[config.mk]
export PLATFORM = sky130hd
export DESIGN_NAME = iface_byte_fifo
export DESIGN_NICKNAME = d
export VERILOG_FILES = /design/src/rtl/iface_byte_fifo.sv
export SDC_FILE = /design/constraint.sdc
export NUM_CORES = 1
export LEC_CHECK = 0
export ABC_CLOCK_PERIOD_IN_PS = 3200
export BUFFER_PORTS_ARGS = -buffer_cell sky130_fd_sc_hd__buf_2
export CAP_MARGIN = 20
export CORE_AREA = 5 5 72 74
export DETAILED_ROUTE_END_ITERATION = 6
export DIE_AREA = 0 0 77 79
export PLACE_DENSITY_LB_ADDON = 0.12
export SLEW_MARGIN = 25
export SYNTH_ARGS = -nofsm -noshare
export SYNTH_HDL_FRONTEND = slang
export SYNTH_SLANG_ARGS = --single-unit
export TNS_END_PERCENT = 30
[constraint.sdc]
create_clock -name clk -period 3.2 [get_ports clk]
set_clock_uncertainty 0.2 [all_clocks]
set_input_delay 0 -clock clk [delete_from_list [all_inputs] [get_ports clk]]
set_output_delay 0 -clock clk [all_outputs]
set_load 0.01 [all_outputs]
[src/rtl/iface_byte_fifo.sv]
// First-word-fall-through FIFO placed behind the 8-bit data interface bundle.
// Pointers and occupancy reset asynchronously; storage is never cleared.
module iface_byte_fifo #(
    parameter int DEPTH = 4,
    parameter int WIDTH = 8
) (
    input  logic                       clk,
    input  logic                       rst_n,
    input  logic                       flush,
    input  logic                       in_valid,
    output logic                       in_ready,
    input  logic [WIDTH-1:0]           in_data,
    output logic                       out_valid,
    input  logic                       out_ready,
    output logic [WIDTH-1:0]           out_data,
    output logic [$clog2(DEPTH):0]     count
);

    localparam int AW = $clog2(DEPTH);
    localparam int CW = AW + 1;
    localparam logic [CW-1:0] FULL = CW'(DEPTH);

    logic [WIDTH-1:0] mem [DEPTH];
    logic [AW-1:0]    wr_ptr;
    logic [AW-1:0]    rd_ptr;
    logic             push;
    logic             pop;

    // Readiness comes only from the registered count, so out_ready never reaches in_ready.
    assign in_ready  = (count != FULL);
    assign out_valid = (count != '0);
    assign out_data  = mem[rd_ptr];

    assign push = in_valid && in_ready;
    assign pop  = out_valid && out_ready;

    always_ff @(posedge clk) begin
        if (push && !flush) begin
            mem[wr_ptr] <= in_data;
        end
    end

    // Flush outranks any push or pop arriving in the same cycle.
    always_ff @(posedge clk or negedge rst_n) begin
        if (!rst_n) begin
            wr_ptr <= '0;
            rd_ptr <= '0;
            count  <= '0;
        end else if (flush) begin
            wr_ptr <= '0;
            rd_ptr <= '0;
            count  <= '0;
        end else begin
            if (push) begin
                wr_ptr <= wr_ptr + AW'(1);
            end
            if (pop) begin
                rd_ptr <= rd_ptr + AW'(1);
            end
            if (push && !pop) begin
                count <= count + CW'(1);
            end else if (pop && !push) begin
                count <= count - CW'(1);
            end
        end
    end

endmodule
# ---- Yosys cells after proc, flatten, opt, wreduce, memory -nomap -nowiden
# Memory sizes are Yosys's and may differ from the RTL's.
# Cells that the tools add are included.
dict set report classes {
  n_bitwise 0
  n_addsub 4
  mux 9
  n_lt_le_gt_ge 0
  reduce_logical 12
  n_eq_ne 1
  n_div 0
  shifts 0
  n_mul 0
}
# operator count
set ops {}
lappend ops {{3-bit 2-to-1 mux} 3}
lappend ops {{2-bit 2-to-1 mux} 4}
lappend ops {{3-bit nonzero test} 2}
lappend ops {{1-bit logical AND} 5}
lappend ops {{2-bit by 1-bit adder with 2-bit output, second input constant} 2}
lappend ops {{2-bit nonzero test} 2}
lappend ops {{3-bit by 1-bit adder with 3-bit output, second input constant} 1}
lappend ops {{1-bit logical NOT} 3}
lappend ops {{3-bit != test, second input constant} 1}
lappend ops {{3-bit by 1-bit subtractor with 3-bit output, second input constant} 1}
lappend ops {{1-bit 2-to-1 mux} 2}
dict set report totals {
  regBits 7
  output_inout_bits 13
  mem_bits_ro 0
  ramBits 32
  latch_bits 0
  memories 1
  input_bits 13
  wordCells 30
}
# memory depth width read_ports rd_ports_with_merged_regs write_ports line
set mem_list {}
lappend mem_list {mem 4 8 1 0 1 23} ;# logic [WIDTH-1:0] mem [DEPTH];

# ---- Depth between registers and ports, before layout
dict set report depth {
  ltp_word 7
  mapped_depth 7
  mapped_depth_nobuf 6
}

# ---- Worst setup path before layout
# Ideal clock, no wire load.
dict set report synth_path {
  path_type {register to register}
  from {reg count[2]}
  to {reg count[2]}
  setup_time_ns 0.066
  setup_slack_ns 0.834
  path_buffers 1
  t_arrival_ns 2.100
  path_stages_with_launch 8
  path_cell_list {dfrtp_1 buf_2 nor3b_1 nor3_1 fa_1 and4bb_2 a311oi_1 o311a_1}
}
dict set report synth_between {
  elab_chain_cells 6
}
# element line
set synth_lines {}
lappend synth_lines {{from (decl)} 16} ;# output logic [$clog2(DEPTH):0] count
lappend synth_lines {{from (signal assigned)} 61} ;# count <= count + CW'(1);
lappend synth_lines {{from (signal assigned)} 63} ;# count <= count - CW'(1);
lappend synth_lines {{branches (longest 6 deep; another with 3-bit by 1-bit subtractor with 3-bit output)} n/a}
# Several ways; the timed one is not identified. The select of a mux whose other input is x is not followed.
# A chain may end at the register's enable or synchronous reset.

# ---- Worst setup path after layout
# Ends and elaborated chain as after synthesis.

==> impl_summary.txt <==
----------------------------------------------------
[Status]
  Status ... finished, final reports clean

[Synth]
  Number of synthesis warnings ... 0
  Unique masters post-synth ... 30
  Number of flops mapped to enable cells by yosys ... 32
  Most used flip-flop cell after synthesis ... edfxtp_1
  Area share of the largest cell type after synthesis ... 0.561
  Register bit total from synthesis ... 39
  Synth Area in Compound Gates ... 0.0512
  Post-Synth Simple-Gate Area ... 0.0709
  Leading area contributor after synthesis ... edfxtp_1
  Synthesized area per cell ... about 17 um2
  Post-Synth Adder-Cell Area ... 0.0409
  Netlist area before placement ... 1710 um2
  Post-synthesis instance total ... just over 100
  Main combinational cell family by area after synthesis ... multiplexers
  Synth async-reset ratio ... 0.179
  Sequential area share after synthesis ... 0.664
  Syn Nets ... between 100 and 150
  Xor and xnor fraction of the mapped netlist area ... 0.0102
  Share of synthesized area spent on multiplexers ... 0.130
  Synth top area cells ... edfxtp_1 56%, mux4_2 11%, dfrtp_1 10%

[Clock network]
  Clock tree from TritonCTS ... done
  Number of buffers on the longest clock path ... 2
  Clock network latency to the later pin of the worst-skew pair ... just under 0.3 ns
  Number of buffers added for setup after CTS ... 0
  CTS sink cnt ... 39
  # resized after CTS ... 0
  Clock transition at the register clock pins on the worst setup and hold paths after CTS ... about 0.080 ns
  Count of hold buffers inserted by post-cts repair ... 14
  CTS buffer count ... 5
  Clock H-tree levels ... 2
  Clock root buffer ... clkbuf_8

[Finish]
  Nets@finish ... between 150 and 200
  Count of antenna diodes in the layout ... 0
  Leading cell type in the layout, fill and taps excluded ... edfxtp_1
  Utilization of the core after routing ... 0.462
  Relative area change from synthesis to final layout ... 22.4%
  Commonest cells after routing, fill and taps aside ... 32 x edfxtp_1, 25 x buf_2, 14 x dlygate4sd3_1, 9 x nor2_1, 8 x mux4_2
  Layout cell share with drive strength beyond 1 ... 0.319

[Setup path]
  Kind of capture point of the worst setup path ... register
  Crit-path slowest cell ... dfrtp_1
  Worst Path Buf+Inv ... 0
  Cell-by-cell listing of the critical path ... nor3b_1 -> nor3_1 -> fa_1 -> and4bb_2 -> a311oi_1 -> o311a_1
  Kind of cell with the highest combined delay on the critical path ... simple AND/OR/NAND/NOR gates
  CP required ... between 3 and 4 ns
  Critical path's largest stage delay ... between 0.5 and 0.6 ns
  CP Launch Type ... register
  Worst-path fanout max ... 10
  Arrival time reported for the critical path endpoint ... between 2 and 3 ns
  Critical path type ... register to register

[STA]
  Unrepaired setup endpoints after global routing ... no
  Number of endpoints with negative hold slack in the final report ... 0
  Final setup violation count ... 0
  Clock period minus worst slack ... around 2.6 ns
  Final worst path period share ... 0.813
  Pins Over Slew Limit ... 0
  Max Clk Rate ... ~380 MHz
  Total Negative Setup Slacks ... 0 ns
  Relative slew slack ... 0.586
  Transition at the pin with the smallest max-transition slack ... around 0.62 ns

[Run]
  Maximum capacitance violations ... 0

[Die]
  Initial Util ... 0.377
  Overall die width ... just under 80 um
  Die Span Y ... 79 um
  Top-level I/O count ... 26
  Cell Rows ... 25
  Overall die area ... slightly above 6000 um2
  Core Box Area ... between 4000 and 5000 um2

[Place]
  Total of buffers placed on input and output ports ... 25
  Detailed Place HPWL ... 2180 um
  GPL Wtd Cong ... 0.799

[Route]
  Violation count after the first detailed-route iteration ... 27
  Routed WL ... ~3200 um
  Residual DRC ... 0
  Count of nets left with antenna violations after detail routing ... 0
  DR pass1 iterations ... 4
  Per-cell via count in the routed design ... about 5
  Routed length per placed instance ... ~16 um
  Overall via count from detail_route ... approximately 980

[Power]
  Clock network power share ... 0.235
  Sequential fraction of design power ... 0.491
  Switching pwr ... 411 uW
  Combinational share of power ... 0.273
  Internal power ... approximately 950 uW
  Tot Pwr ... between 1 and 1.5 mW
  Power per standard cell area ... 648 nW/um2
  Leakage Power ... 0.773 nW
  Sw Share ... 0.303
  Peak supply drop ... 329 uV

[Worst hold path]
  Worst min path class ... primary input to register

[GRT]
  Maximum number of pins on one net before global-route repair ... 13
  Via count of the first global-routing pass ... about 1100
  Global-route wire length before repair ... about 5300 um
  Initial antenna violation count ... 0
  Total Routing Usage GR ... 0.114
  Overflow left after global routing ... 0

----------------------------------------------------
## power by group through the flow
stage | clock [mW] | combinational, mW | sequential, mW
after global routing | 0.355 | 0.409 | 0.682
after global placement | 0 | 0.363 | 0.678
after floorplan | 0 | 0.300 | 0.631
after CTS | 0.331 | 0.378 | 0.670
final | 0.320 | 0.371 | 0.667
after detailed placement | 0 | 0.362 | 0.681
## synth_stat cells, types with 2 or more instances
cell,count
edfxtp_1,32
nor2_1,9
mux4_2,8
dfrtp_1,7
inv_1,6
and2_1,4
ha_1,4
buf_2,3
a21oi_1,2
mux2_2,2
mux2i_1,2
nand3_1,2
nand3b_1,2
nor3_1,2
o21ai_0,2
xor2_1,2
## path summary, 6_finish.rpt
| kind | from | end | slack, ns | depth (start not counted) |
|---|---|---|---|---|
| hold / removal | in_data[1] | mem[0][1] | 0.27 | 2 |
| min in group asynchronous | rst_n | count[1] | 0.48 | 3 |
| hold reg to reg | wr_ptr[1] | wr_ptr[1] | 0.43 | 2 |
| setup / recovery | count[2] | count[2] | 0.60 | 6 |
| max in group asynchronous | rst_n | rd_ptr[0] | 2.05 | 3 |
| setup reg to reg | count[2] | count[2] | 0.60 | 6 |
## stage by stage
| step | worst slack [ns] | cell area, um2 | instances | hold WS (ns) |
|---|---|---|---|---|
| detailed placement | 0.634 | 1870 | 176 | -0.354 |
| global route | 0.430 | 2100 | 198 | 0.273 |
| global placement | 0.757 | 1870 | 176 | -0.354 |
| CTS | 0.613 | 2100 | 198 | 0.263 |
| finish | 0.600 | 2100 | 198 | 0.267 |
| floorplan | 0.834 | 1710 | 103 | -0.496 |
## registers in the layout (all words and copies together) (netlist names)
name and cells:
wr_ptr 2, rd_ptr 2, mem 32, count 3
## layout make-up
type	instances	area [um2]
Fill cell	405	2440
Sequential cell	39	1140
Multi-Input combinational cell	52	519
Timing Repair Buffer	39	265
Clock buffer	6	72.6
Tap cell	54	67.6
Inverter	6	22.5
Clock inverter	2	12.5
## kinds of logic after synthesis
group,Yosys count
mux,12
buf+inv,12
fa+ha+maj,5
xor+xnor,2
flops,39
compound gates,11
simple gates,22
## metal layers
metal | wire length, um | global-route usage
met2 | 1610 | 0.199
met1 | 1360 | 0.132
met5 | 0 | 0
met4 | 55 | 0.0412
met3 | 138 | 0.0340
No activity file was read; power rests on OpenSTA's default activity.
